==> config.mk <==
export PLATFORM = sky130hd
export DESIGN_NAME = lcd_bus_arbiter
export DESIGN_NICKNAME = d
export VERILOG_FILES = /design/src/rtl/lcd_bus_arbiter.sv
export SDC_FILE = /design/constraint.sdc
export NUM_CORES = 1
export LEC_CHECK = 0
export ABC_CLOCK_PERIOD_IN_PS = 2100
export CAP_MARGIN = 20
export CORE_AREA = 2 2 86 88
export CTS_CLUSTER_DIAMETER = 30
export CTS_CLUSTER_SIZE = 24
export DETAILED_ROUTE_END_ITERATION = 12
export DIE_AREA = 0 0 88 90
export HOLD_SLACK_MARGIN = 0.12
export MAX_ROUTING_LAYER = met4
export SYNTH_ARGS = -nofsm -noshare
export SYNTH_HDL_FRONTEND = slang
export SYNTH_SLANG_ARGS = --single-unit
==> constraint.sdc <==
create_clock -name clk -period 2.1 [get_ports clk]
set_input_delay 0.42 -clock clk [delete_from_list [all_inputs] [get_ports clk]]
set_output_delay 0.42 -clock clk [all_outputs]
set_load 0.02 [all_outputs]
==> src/rtl/lcd_bus_arbiter.sv <==
// Owns the HD44780 pin bus: runs the power-up init sequence, then round-robins two writers.
// Latency: enable rises SETUP+1 cycles after gnt_o, done_o SETUP+PULSE+exec+1 cycles after gnt_o.
// Backpressure: req_i is a level held until gnt_o; requests are only considered while IDLE.
module lcd_bus_arbiter #(
  parameter int DATA_BITS        = 8,
  parameter int POWERUP_CYCLES   = 750000,
  parameter int SETUP_CYCLES     = 2,
  parameter int EN_PULSE_CYCLES  = 25,
  parameter int EXEC_CYCLES      = 2000,
  parameter int LONG_EXEC_CYCLES = 82000
) (
  input  logic                 clk,
  input  logic                 reset,
  input  logic [1:0]           req_i,
  input  logic                 rs0_i,
  input  logic [DATA_BITS-1:0] data0_i,
  input  logic                 rs1_i,
  input  logic [DATA_BITS-1:0] data1_i,
  output logic [1:0]           gnt_o,
  output logic [1:0]           done_o,
  output logic                 ready_o,
  output logic                 busy_o,
  output logic                 rs,
  output logic                 rw,
  output logic                 enable,
  output logic [DATA_BITS-1:0] data
);

  // Counter sized for the largest interval; WAIT counts up to and including the exec value.
  localparam int MAX_A   = (POWERUP_CYCLES > LONG_EXEC_CYCLES) ? POWERUP_CYCLES : LONG_EXEC_CYCLES;
  localparam int MAX_B   = (EXEC_CYCLES > EN_PULSE_CYCLES) ? EXEC_CYCLES : EN_PULSE_CYCLES;
  localparam int MAX_C   = (MAX_B > SETUP_CYCLES) ? MAX_B : SETUP_CYCLES;
  localparam int MAX_CNT = (MAX_A > MAX_C) ? MAX_A : MAX_C;
  localparam int CW      = $clog2(MAX_CNT + 1);

  localparam logic [CW-1:0] PWR_LAST   = CW'(POWERUP_CYCLES - 1);
  localparam logic [CW-1:0] SETUP_LAST = CW'(SETUP_CYCLES - 1);
  localparam logic [CW-1:0] PULSE_LAST = CW'(EN_PULSE_CYCLES - 1);
  localparam logic [CW-1:0] EXEC_LAST  = CW'(EXEC_CYCLES);
  localparam logic [CW-1:0] EXEC_PRE   = CW'(EXEC_CYCLES - 1);
  localparam logic [CW-1:0] LONG_LAST  = CW'(LONG_EXEC_CYCLES);
  localparam logic [CW-1:0] LONG_PRE   = CW'(LONG_EXEC_CYCLES - 1);

  typedef enum logic [2:0] {
    S_POWERUP   = 3'd0,
    S_INIT_LOAD = 3'd1,
    S_SETUP     = 3'd2,
    S_PULSE     = 3'd3,
    S_WAIT      = 3'd4,
    S_IDLE      = 3'd5
  } state_t;

  state_t               state_q;
  logic [CW-1:0]        cnt_q;
  logic [1:0]           idx_q;
  logic                 ptr_q;    // requester favoured on a tie
  logic                 owner_q;  // requester that owns the current transfer
  logic                 init_q;   // current transfer belongs to the init sequence
  logic [1:0]           gnt_q;
  logic [1:0]           done_q;
  logic                 ready_q;
  logic                 rs_q;
  logic                 enable_q;
  logic [DATA_BITS-1:0] data_q;

  logic                 long_xfer;
  logic [CW-1:0]        wait_last;
  logic [CW-1:0]        wait_pre;
  logic                 win;

  // Fixed HD44780 init: 8-bit/2-line, entry increment, display on, clear.
  function automatic logic [DATA_BITS-1:0] init_cmd(input logic [1:0] i);
    logic [DATA_BITS-1:0] c;
    case (i)
      2'd0:    c = DATA_BITS'(8'h38);
      2'd1:    c = DATA_BITS'(8'h06);
      2'd2:    c = DATA_BITS'(8'h0C);
      default: c = DATA_BITS'(8'h01);
    endcase
    return c;
  endfunction

  // Clear (0x01) and home (0x02/0x03) commands need the long execution wait.
  always_comb begin
    long_xfer = !rs_q && ((data_q == DATA_BITS'(1)) || (data_q == DATA_BITS'(2)) ||
                          (data_q == DATA_BITS'(3)));
    wait_last = long_xfer ? LONG_LAST : EXEC_LAST;
    wait_pre  = long_xfer ? LONG_PRE  : EXEC_PRE;
  end

  // Round-robin pick: a lone requester wins, a tie goes to the favoured one.
  always_comb begin
    win = 1'b0;
    if (req_i == 2'b11) begin
      win = ptr_q;
    end else begin
      win = req_i[1];
    end
  end

  // Main sequencer: power-up wait, init commands, then setup/pulse/wait per granted transfer.
  always_ff @(posedge clk or negedge reset) begin
    if (!reset) begin
      state_q  <= S_POWERUP;
      cnt_q    <= '0;
      idx_q    <= 2'd0;
      ptr_q    <= 1'b0;
      owner_q  <= 1'b0;
      init_q   <= 1'b1;
      gnt_q    <= 2'b00;
      done_q   <= 2'b00;
      ready_q  <= 1'b0;
      rs_q     <= 1'b0;
      enable_q <= 1'b0;
      data_q   <= '0;
    end else begin
      gnt_q  <= 2'b00;
      done_q <= 2'b00;
      cnt_q  <= cnt_q + 1'b1;
      case (state_q)
        S_POWERUP: begin
          if (cnt_q == PWR_LAST) begin
            cnt_q   <= '0;
            state_q <= S_INIT_LOAD;
          end
        end
        S_INIT_LOAD: begin
          rs_q    <= 1'b0;
          data_q  <= init_cmd(idx_q);
          init_q  <= 1'b1;
          cnt_q   <= '0;
          state_q <= S_SETUP;
        end
        S_SETUP: begin
          if (cnt_q == SETUP_LAST) begin
            enable_q <= 1'b1;
            cnt_q    <= '0;
            state_q  <= S_PULSE;
          end
        end
        S_PULSE: begin
          if (cnt_q == PULSE_LAST) begin
            enable_q <= 1'b0;
            cnt_q    <= '0;
            state_q  <= S_WAIT;
          end
        end
        S_WAIT: begin
          // done_o lands on the final WAIT cycle, so it is scheduled one count early.
          if (!init_q && (cnt_q == wait_pre)) begin
            done_q <= owner_q ? 2'b10 : 2'b01;
          end
          if (cnt_q == wait_last) begin
            cnt_q <= '0;
            if (init_q && (idx_q != 2'd3)) begin
              idx_q   <= idx_q + 2'd1;
              state_q <= S_INIT_LOAD;
            end else begin
              ready_q <= 1'b1;
              state_q <= S_IDLE;
              // A request already pending on IDLE entry is granted in the first IDLE cycle.
              if (req_i != 2'b00) begin
                gnt_q   <= win ? 2'b10 : 2'b01;
                owner_q <= win;
                ptr_q   <= ~win;
              end
            end
          end
        end
        S_IDLE: begin
          cnt_q <= '0;
          if (gnt_q != 2'b00) begin
            // Grant cycle: capture the winner's byte, bus changes on the next cycle.
            rs_q    <= owner_q ? rs1_i : rs0_i;
            data_q  <= owner_q ? data1_i : data0_i;
            init_q  <= 1'b0;
            state_q <= S_SETUP;
          end else if (req_i != 2'b00) begin
            gnt_q   <= win ? 2'b10 : 2'b01;
            owner_q <= win;
            ptr_q   <= ~win;
          end
        end
        default: begin
          cnt_q   <= '0;
          state_q <= S_POWERUP;
        end
      endcase
    end
  end

  assign gnt_o   = gnt_q;
  assign done_o  = done_q;
  assign ready_o = ready_q;
  assign busy_o  = (state_q != S_IDLE);
  assign rs      = rs_q;
  assign rw      = 1'b0;
  assign enable  = enable_q;
  assign data    = data_q;

endmodule
# Word level (Yosys, flattened, before mapping)
# Index checks and enable logic that the tools add are counted.
word_totals:
  inputBits: 22
  reg_bits: 43
  word_cells: 107
  output_inout_bits: 17
classes:
  bitwise: 2
  add_sub_neg: 2
  reduce_logical: 20
  muxes: 46
  n_eq_ne: 25
op_table:
  columns: ["cell", "n"]
  rows:
  - ["$mux W20", 4]
  - ["$pmux W20 S4", 1]
  - ["$eq A20 B17 Y1", 2]
  - ["$mux W17", 2]
  - ["$add A20 B1 Y20 const B", 1]
  - ["$eq A20 B1 Y1 const B", 1]
  - ["$eq A20 B20 Y1 const B", 1]
  - ["$eq A20 B5 Y1 const B", 1]
  - ["$mux W3", 6]
  - ["$pmux W3 S6", 1]
  - ["$pmux W6 S3", 1]
  - ["$eq A8 B2 Y1 const B", 2]
  - ["$mux W2", 8]
  - ["$mux W8", 2]
  - ["$ne A2 B2 Y1 const B", 8]
  - ["$pmux W8 S2", 1]
  - ["$mux W1", 14]
  - ["$pmux W1 S2", 5]
  - ["$reduce_bool A2 Y1", 5]
  - ["$reduce_and A3 Y1", 3]
  - ["$eq A8 B1 Y1 const B", 1]
  - ["$eq A3 B2 Y1 const B", 2]
  - ["$eq A3 B3 Y1 const B", 2]
  - ["$reduce_and A5 Y1", 1]
  - ["other kinds (14)", 20]

# Logic depth before layout (Yosys ltp)
# Gate-level depths: netlist (run 1).
depth:
  ltp_word: 9
  ltp_mapped: 9

# Least setup slack after synthesis (run 1)
# Ideal clock, no wire load.
synth_path:
  path_kind: "flip-flop to flip-flop"
  startpoint: "register cnt_q[12]"
  endpoint: "register cnt_q[12]"
  path_buffers: 1
  setup_time_ns: 0.119
  required_time_ns: 1.981
  slack_ns: 0.029
  arrival_time_ns: 1.953
  path_stages_with_launch: 8
  cell_sequence: "dfrtp_1 -> or4_4 -> nor4_4 -> o21ai_1 -> a21oi_2 -> o21a_1 -> buf_4 -> nor2_1"
synth_between:
  elab_chain_len: 3
  word_cells_on_any_way: 10
synth_lines:
  columns: ["element", "line", "text"]
  rows:
  - ["start: declaration", "54", "logic [CW-1:0] cnt_q;"]
  - ["start signal: assignment", "119", "cnt_q <= cnt_q + 1'b1;"]
  - ["$add A20 B1 Y20, or another cell as far along", "119", null]
  - ["$mux W20 (on tied branches)", null, null]
  - ["$pmux W20 S4 *", "120", "case (state_q)"]
# Mark *: on every way between the ends. The rest lies on a longest branch, timed or not.
# A chain may end at the register's enable or synchronous reset.

# Worst setup path in the final report (run 1)
layout_path:
  startpoint: "register cnt_q[17]"
  endpoint: "register cnt_q[12]"
layout_between:
  elab_chain_len: 3
  word_cells_on_any_way: 9
layout_lines:
  columns: ["element", "line", "text"]
  rows:
  - ["$eq A20 B17 Y1, or another cell as far along", "153", "if (cnt_q == wait_last) begin"]
  - ["$mux W20 (on tied branches)", null, null]
  - ["$pmux W20 S4 *", "120", null]
# Marked as above.

==> out/metrics.yaml, run 1 <==
r2r-start: "cnt_q[17]"
synth_edf_count: 0
path_class: "flop to flop"
h-tree-depth: 2
synthFlopType: "dfrtp_1"
grt_max_degree: 22
hold_viol_final: 0
antennaDiodeCount: 0
rsz0062_at_grt: "yes"
switchingPower_mw: 0.3250
cp_num_buf_inv: 1
port_buffers: 37
yosysUniqueCellTypes: 51
min_period_ns: 2.142
clk_pin_slew_ns: 0.09
crit_family: "simple AND/OR/NAND/NOR gates"
grt_pass1_wl_um: 9591
worst_setup_path_start_kind: "flop"
die-area_um2: 7920
dp_hpwl_um: 4172
detail_route.wirelength_um: 5884
grt_overflow_total: 0
r2r_slack_ns: -0.04
p_leak_nw: 1.483
slowest_delay_ns: 0.59
crit_fanout: 10
async_flop_share_pct: 100.0
fin_skew_ns: 0.009113
layout_setup_ws_ns: -0.04164
first_iter_violations: 105
wl_per_cell_um: 14.14
drv_cap: 0
max_slew.worst_pin.slew_ns: 0.6436
vias: 2046
critPathArrivalTime_ns: 2.32
nets: 345
worstHoldPathCells: 1
clock-root-buffer: "clkbuf_8"
netlist_instances: 250
ioPinCount: 39
place_ws_ns: -0.1260
cp.required_ns: 2.28
drive_gt1_share_pct: 25.24
n_fill_cell: 669
holdPathEnd: "gnt_o[0]"
avgSynthCellArea_um2: 9.564
crit_chain: "or4_4 -> nor4_4 -> mux2i_4 -> nor2_4 -> o21a_4 -> clkbuf_16 -> nor2_1"
drt_pass1_iterations: 4
cts_tree: "done"
setup_viol: 16
ir_drop_v: 0.0002857
area_growth_pct: 41.34
num_rows: 31
violations: "negative setup slack"
r2r_cells: 7
final_cell_mix: "42 x dfrtp_1, 35 x clkdlybuf4s50_1, 29 x buf_4"
synth_nets: 279
r2r_end: "cnt_q[12]"
endpoint_kind: "flop"
clk_latency_ns: 0.30
clock-sinks: 43
slowest_stage: "or4_4"
cts_buffer_depth: 2
grt_usage_pct: 15.73
seq_power_share_pct: 53.4
min_path_type: "flop to flop"
syn_area_um2: 2391
timing.slew.headroom_pct: 57.09
grt_pass1_vias: 1990
final_common_cell: "dfrtp_1"
drc: 0
globalplace.congestion: 0.8187
intPower_mw: 1.224
report.final.slew_viol_count: 0
combPwrFrac_pct: 4.6
status: "finished with violations"
initial_core_util_pct: 34.06
fin_crit_sh_pct: 102.0
fmax_mhz: 466.9
ys_warn_count: 0
cts_made_buffers: 5
viasPerCell: 4.918
antenna_found_initial: 0
p_per_area_nw_per_um2: 458.4
coreArea_um2: 7020
postRouteAntennaNets: 0
final_util_pct: 48.14
dieWidth_um: 88
clock_power_share_pct: 42.1
ys_ff_latch: 43
yosysSeqAreaShare_pct: 45.05
fp.dieH_um: 90
hp-start: "ptr_q"
netSwitchingFraction_pct: 20.98
==> cells in the mapped netlist (4+ instances only) <==
library cell	n	area share [%]
o31ai_1	4	1.3
nand2_1	23	3.6
xnor2_1	8	2.9
and3_1	4	1.0
clkbuf_1	8	1.3
nor2b_1	7	1.8
mux2i_1	7	2.9
a21oi_1	8	1.7
xor2_1	11	4.0
inv_1	9	1.4
ha_1	7	3.7
o21ai_0	10	2.1
nand4_1	6	1.6
nor2_1	32	5.0
dfrtp_1	42	44
nand3_1	12	2.5
==> worst reg2reg max path: stages (launching register included) <==
cell       delay [ns]
dfrtp_1          0.39
or4_4            0.59
nor4_4           0.32
mux2i_4          0.16
nor2_4           0.17
o21a_4           0.19
clkbuf_16        0.17
nor2_1           0.05
==> final cells by class <==
| class | instances | area [um^2] | share of cell area, % |
|---|---|---|---|
| multi-input combinational | 185 | 1339 | 39.61 |
| sequential | 43 | 1077 | 31.88 |
| timing repair buffer | 72 | 693.2 | 20.51 |
| tap | 99 | 123.9 | 3.665 |
| clock buffer | 5 | 68.82 | 2.036 |
| clock inverter | 3 | 43.79 | 1.296 |
| inverter | 9 | 33.78 | 0.9996 |
==> power groups by stage <==
stage | logic (mW) | registers [mW] | clock network, mW
floorplan | 0.00805 | 0.844 | 0
global placement | 0.0690 | 0.844 | 0
detailed placement | 0.0700 | 0.844 | 0
CTS | 0.0713 | 0.827 | 0.671
global route | 0.0780 | 0.827 | 0.710
finish | 0.0706 | 0.827 | 0.652
==> metal layers <==
metal	wire, um	part of all wire [%]	up-vias	track usage, %
met1	2675	45	1003	21.28
met5	0	0	-	-
met2	2940	50	36	24.31
met3	183	3.1	7	2.755
li1	-	-	1000	-
met4	85	1.4	0	4.231
==> how the worst max path moves through the flow <==
| stage | from | endpoint | slack (ns) | cells past startpoint |
|---|---|---|---|---|
| 3_5_place_dp | cnt_q[12] | done_o[0] | -0.13 | 5 |
| 4_1_cts | cnt_q[12] | cnt_q[9] | -0.04 | 7 |
| 6_report | cnt_q[17] | cnt_q[12] | -0.04 | 7 |
| 3_3_place_gp | cnt_q[12] | done_o[0] | -0.08 | 5 |
| 5_1_grt | cnt_q[6] | cnt_q[12] | -0.10 | 8 |
| 2_1_floorplan | cnt_q[12] | cnt_q[12] | 0.03 | 7 |
==> state kept, by name (all words and copies together) (netlist names), 2 cells and up <==
register,flops
idx_q,2
done_o,2
cnt_q,20
state_q,3
data,8
gnt_o,2
==> repair_timing <==
action | in CTS | in global routing
pin swaps | 7 | 9
endpoints found under the hold margin | 9 | 0
cloned | 0 | 2
resized for setup | 7 | 28
hold buffers | 1 | 0
setup endpoints to repair | 26 | 28
buffers inserted | 0 | 4
==> metrics by stage <==
stage | setup TNS [ns] | power (mW) | hold WS [ns] | std cells | instance area [um^2]
after floorplan | 0 | 0.8520 | 0.1244 | 250 | 2391
after global placement | -0.2071 | 0.9127 | 0.3385 | 401 | 3053
after detailed placement | -1.185 | 0.9137 | 0.3396 | 401 | 3053
after CTS | -0.4977 | 1.569 | 0.4716 | 410 | 3202
after global routing | -1.778 | 1.615 | 0.4995 | 416 | 3379
final | -0.3355 | 1.549 | 0.4830 | 416 | 3379
==> kinds of logic after synthesis <==
kind of cell / count (synthesis) / synth area share, %
AND/OR/NAND/NOR: 112 / 26.43
flip-flops: 43 / 45.06
AO/OA/AOI/OAI: 37 / 9.733
buffers and inverters: 22 / 4.029
XOR/XNOR: 19 / 6.960
multiplexers: 9 / 3.977
adder cells (fa/ha/maj): 7 / 3.663
other: 1 / 0.1568
(Power assumes the default switching activity.)
==> run 2, diff against run 1 <==
Settings changed: HOLD_SLACK_MARGIN 0.12 to default, PLACE_DENSITY from default to 0.55.
==> out/metrics.yaml, run 2 (same netlist as run 1, synthesis figures left out) <==
fin_hold_ws_ns: 0.1815
clock-root-buffer: "clkbuf_8"
crit_chain: "or4_4 -> buf_4 -> nor4_4 -> o21ai_1 -> a21oi_2 -> o21a_4 -> clkbuf_16 -> nor2_1"
drv_cap: 0
ioPinCount: 39
port_buffers: 37
cts_tree: "done"
placed_area_um2: 3063
design_area_um2: 3334
p_per_area_nw_per_um2: 429.5
slowest_delay_ns: 0.59
crit_family: "simple AND/OR/NAND/NOR gates"
p_leak_nw: 1.462
crit_fanout: 5
max_slew.worst_pin.slew_ns: 0.5546
min_period_ns: 2.174
worst_setup_path_start_kind: "flop"
final_util_pct: 47.50
cts_buffer_depth: 2
endpoint_kind: "flop"
area_growth_pct: 39.46
grt_overflow_total: 0
largest_register: "cnt_q"
netSwitchingFraction_pct: 23.41
rsz0062_at_grt: "yes"
cp_num_buf_inv: 2
postRouteAntennaNets: 0
path_class: "flop to flop"
min_path_type: "primary input to asynchronous set/reset pin"
violations: "negative setup slack"
wl_per_cell_um: 13.88
intPower_mw: 1.097
final_common_cell: "dfrtp_1"
slowest_stage: "or4_4"
coreArea_um2: 7020
critPathArrivalTime_ns: 2.37
hold_viol_final: 0
cts_made_buffers: 5
largest_reg_flops: 20
detail_route.wirelength_um: 5788
first_iter_violations: 144
antennaDiodeCount: 0
fmax_mhz: 460.0
seq_power_share_pct: 57.8
fp.dieH_um: 90
die-area_um2: 7920
place_inst: 404
final.setup.tns_ns: -1.142
h-tree-depth: 2
grt_pass1_wl_um: 9577
grt_max_degree: 44
place_ws_ns: -0.04910
combPwrFrac_pct: 4.5
power_mw: 1.432
clock_power_share_pct: 37.7
layout_setup_ws_ns: -0.07392
dp_hpwl_um: 4144
report.final.slew_viol_count: 0
n_fill_cell: 683
antenna_found_initial: 0
num_rows: 31
clk_pin_slew_ns: 0.09
clock-sinks: 43
grt_usage_pct: 15.67
fin_skew_ns: 0.005409
cp.required_ns: 2.30
globalplace.congestion: 0.8267
timing.slew.headroom_pct: 63.03
hold_buffers: 0
dieWidth_um: 88
switchingPower_mw: 0.3353
multiInputGateArea_um2: 1334
stdcell_count: 417
status: "finished with violations"
grt_pass1_vias: 1976
seq_area_um2: 1079
drc: 0
clk_latency_ns: 0.30
drt_pass1_iterations: 4
viasPerCell: 4.796
vias: 2000
fin_crit_sh_pct: 103.5
ir_drop_v: 0.0002065
setup_viol: 24
final_cell_mix: "41 x dfrtp_1, 35 x clkdlybuf4s50_1, 31 x buf_4"
drive_gt1_share_pct: 25.47
initial_core_util_pct: 34.06
nets: 346
==> run 2: worst paths after layout <==
kind	start	endpoint	slack, ns	depth (start not counted)
worst min-delay path	reset	cnt_q[6]	0.18	2
worst max-delay path	cnt_q[17]	cnt_q[14]	-0.07	8
max in group asynchronous	reset	cnt_q[14]	1.50	2
min in group clk	ready_o	ready_o	0.50	1
worst max register to register	cnt_q[17]	cnt_q[14]	-0.07	8
worst min register to register	ready_o	ready_o	0.50	1
==> run 2: per-layer routing <==
layer	vias to the layer above	routed length, um	global-route usage [%]
met5	-	0	-
met4	0	71	4.615
met1	968	2714	20.75
li1	999	-	-
met3	5	158	2.755
met2	28	2843	24.49
==> run 2: worst register-to-register path, delay by kind of cell (launching register included) <==
family | cells | cell delay [ns]
AO/OA/AOI/OAI | 3 | 0.51
buffers and inverters | 2 | 0.34
flip-flops | 1 | 0.39
AND/OR/NAND/NOR | 3 | 0.84
==> run 2: what timing repair did <==
item	in CTS	in global routing
cloned	0	2
hold endpoints to repair	0	0
pin swaps	3	11
resized for setup	9	24
setup buffers	0	3
setup endpoints to repair	28	32
==> run 2: area by class of cell <==
class / instances / area share (%)
repair buffers: 73 / 20.26
multi-input cells: 185 / 40.00
clock inverters: 3 / 0.6004
flip-flops and latches: 43 / 32.35
well taps: 99 / 3.715
inverters: 9 / 1.013
clock buffers: 5 / 2.064
==> run 2: power by group through the flow <==
stage	Sequential [mW]	Combinational [mW]	Clock [mW]
finish	0.827	0.0646	0.540
global route	0.827	0.0717	0.594
CTS	0.827	0.0652	0.563
detailed placement	0.844	0.0651	0
global placement	0.844	0.0644	0
floorplan	0.844	0.00805	0
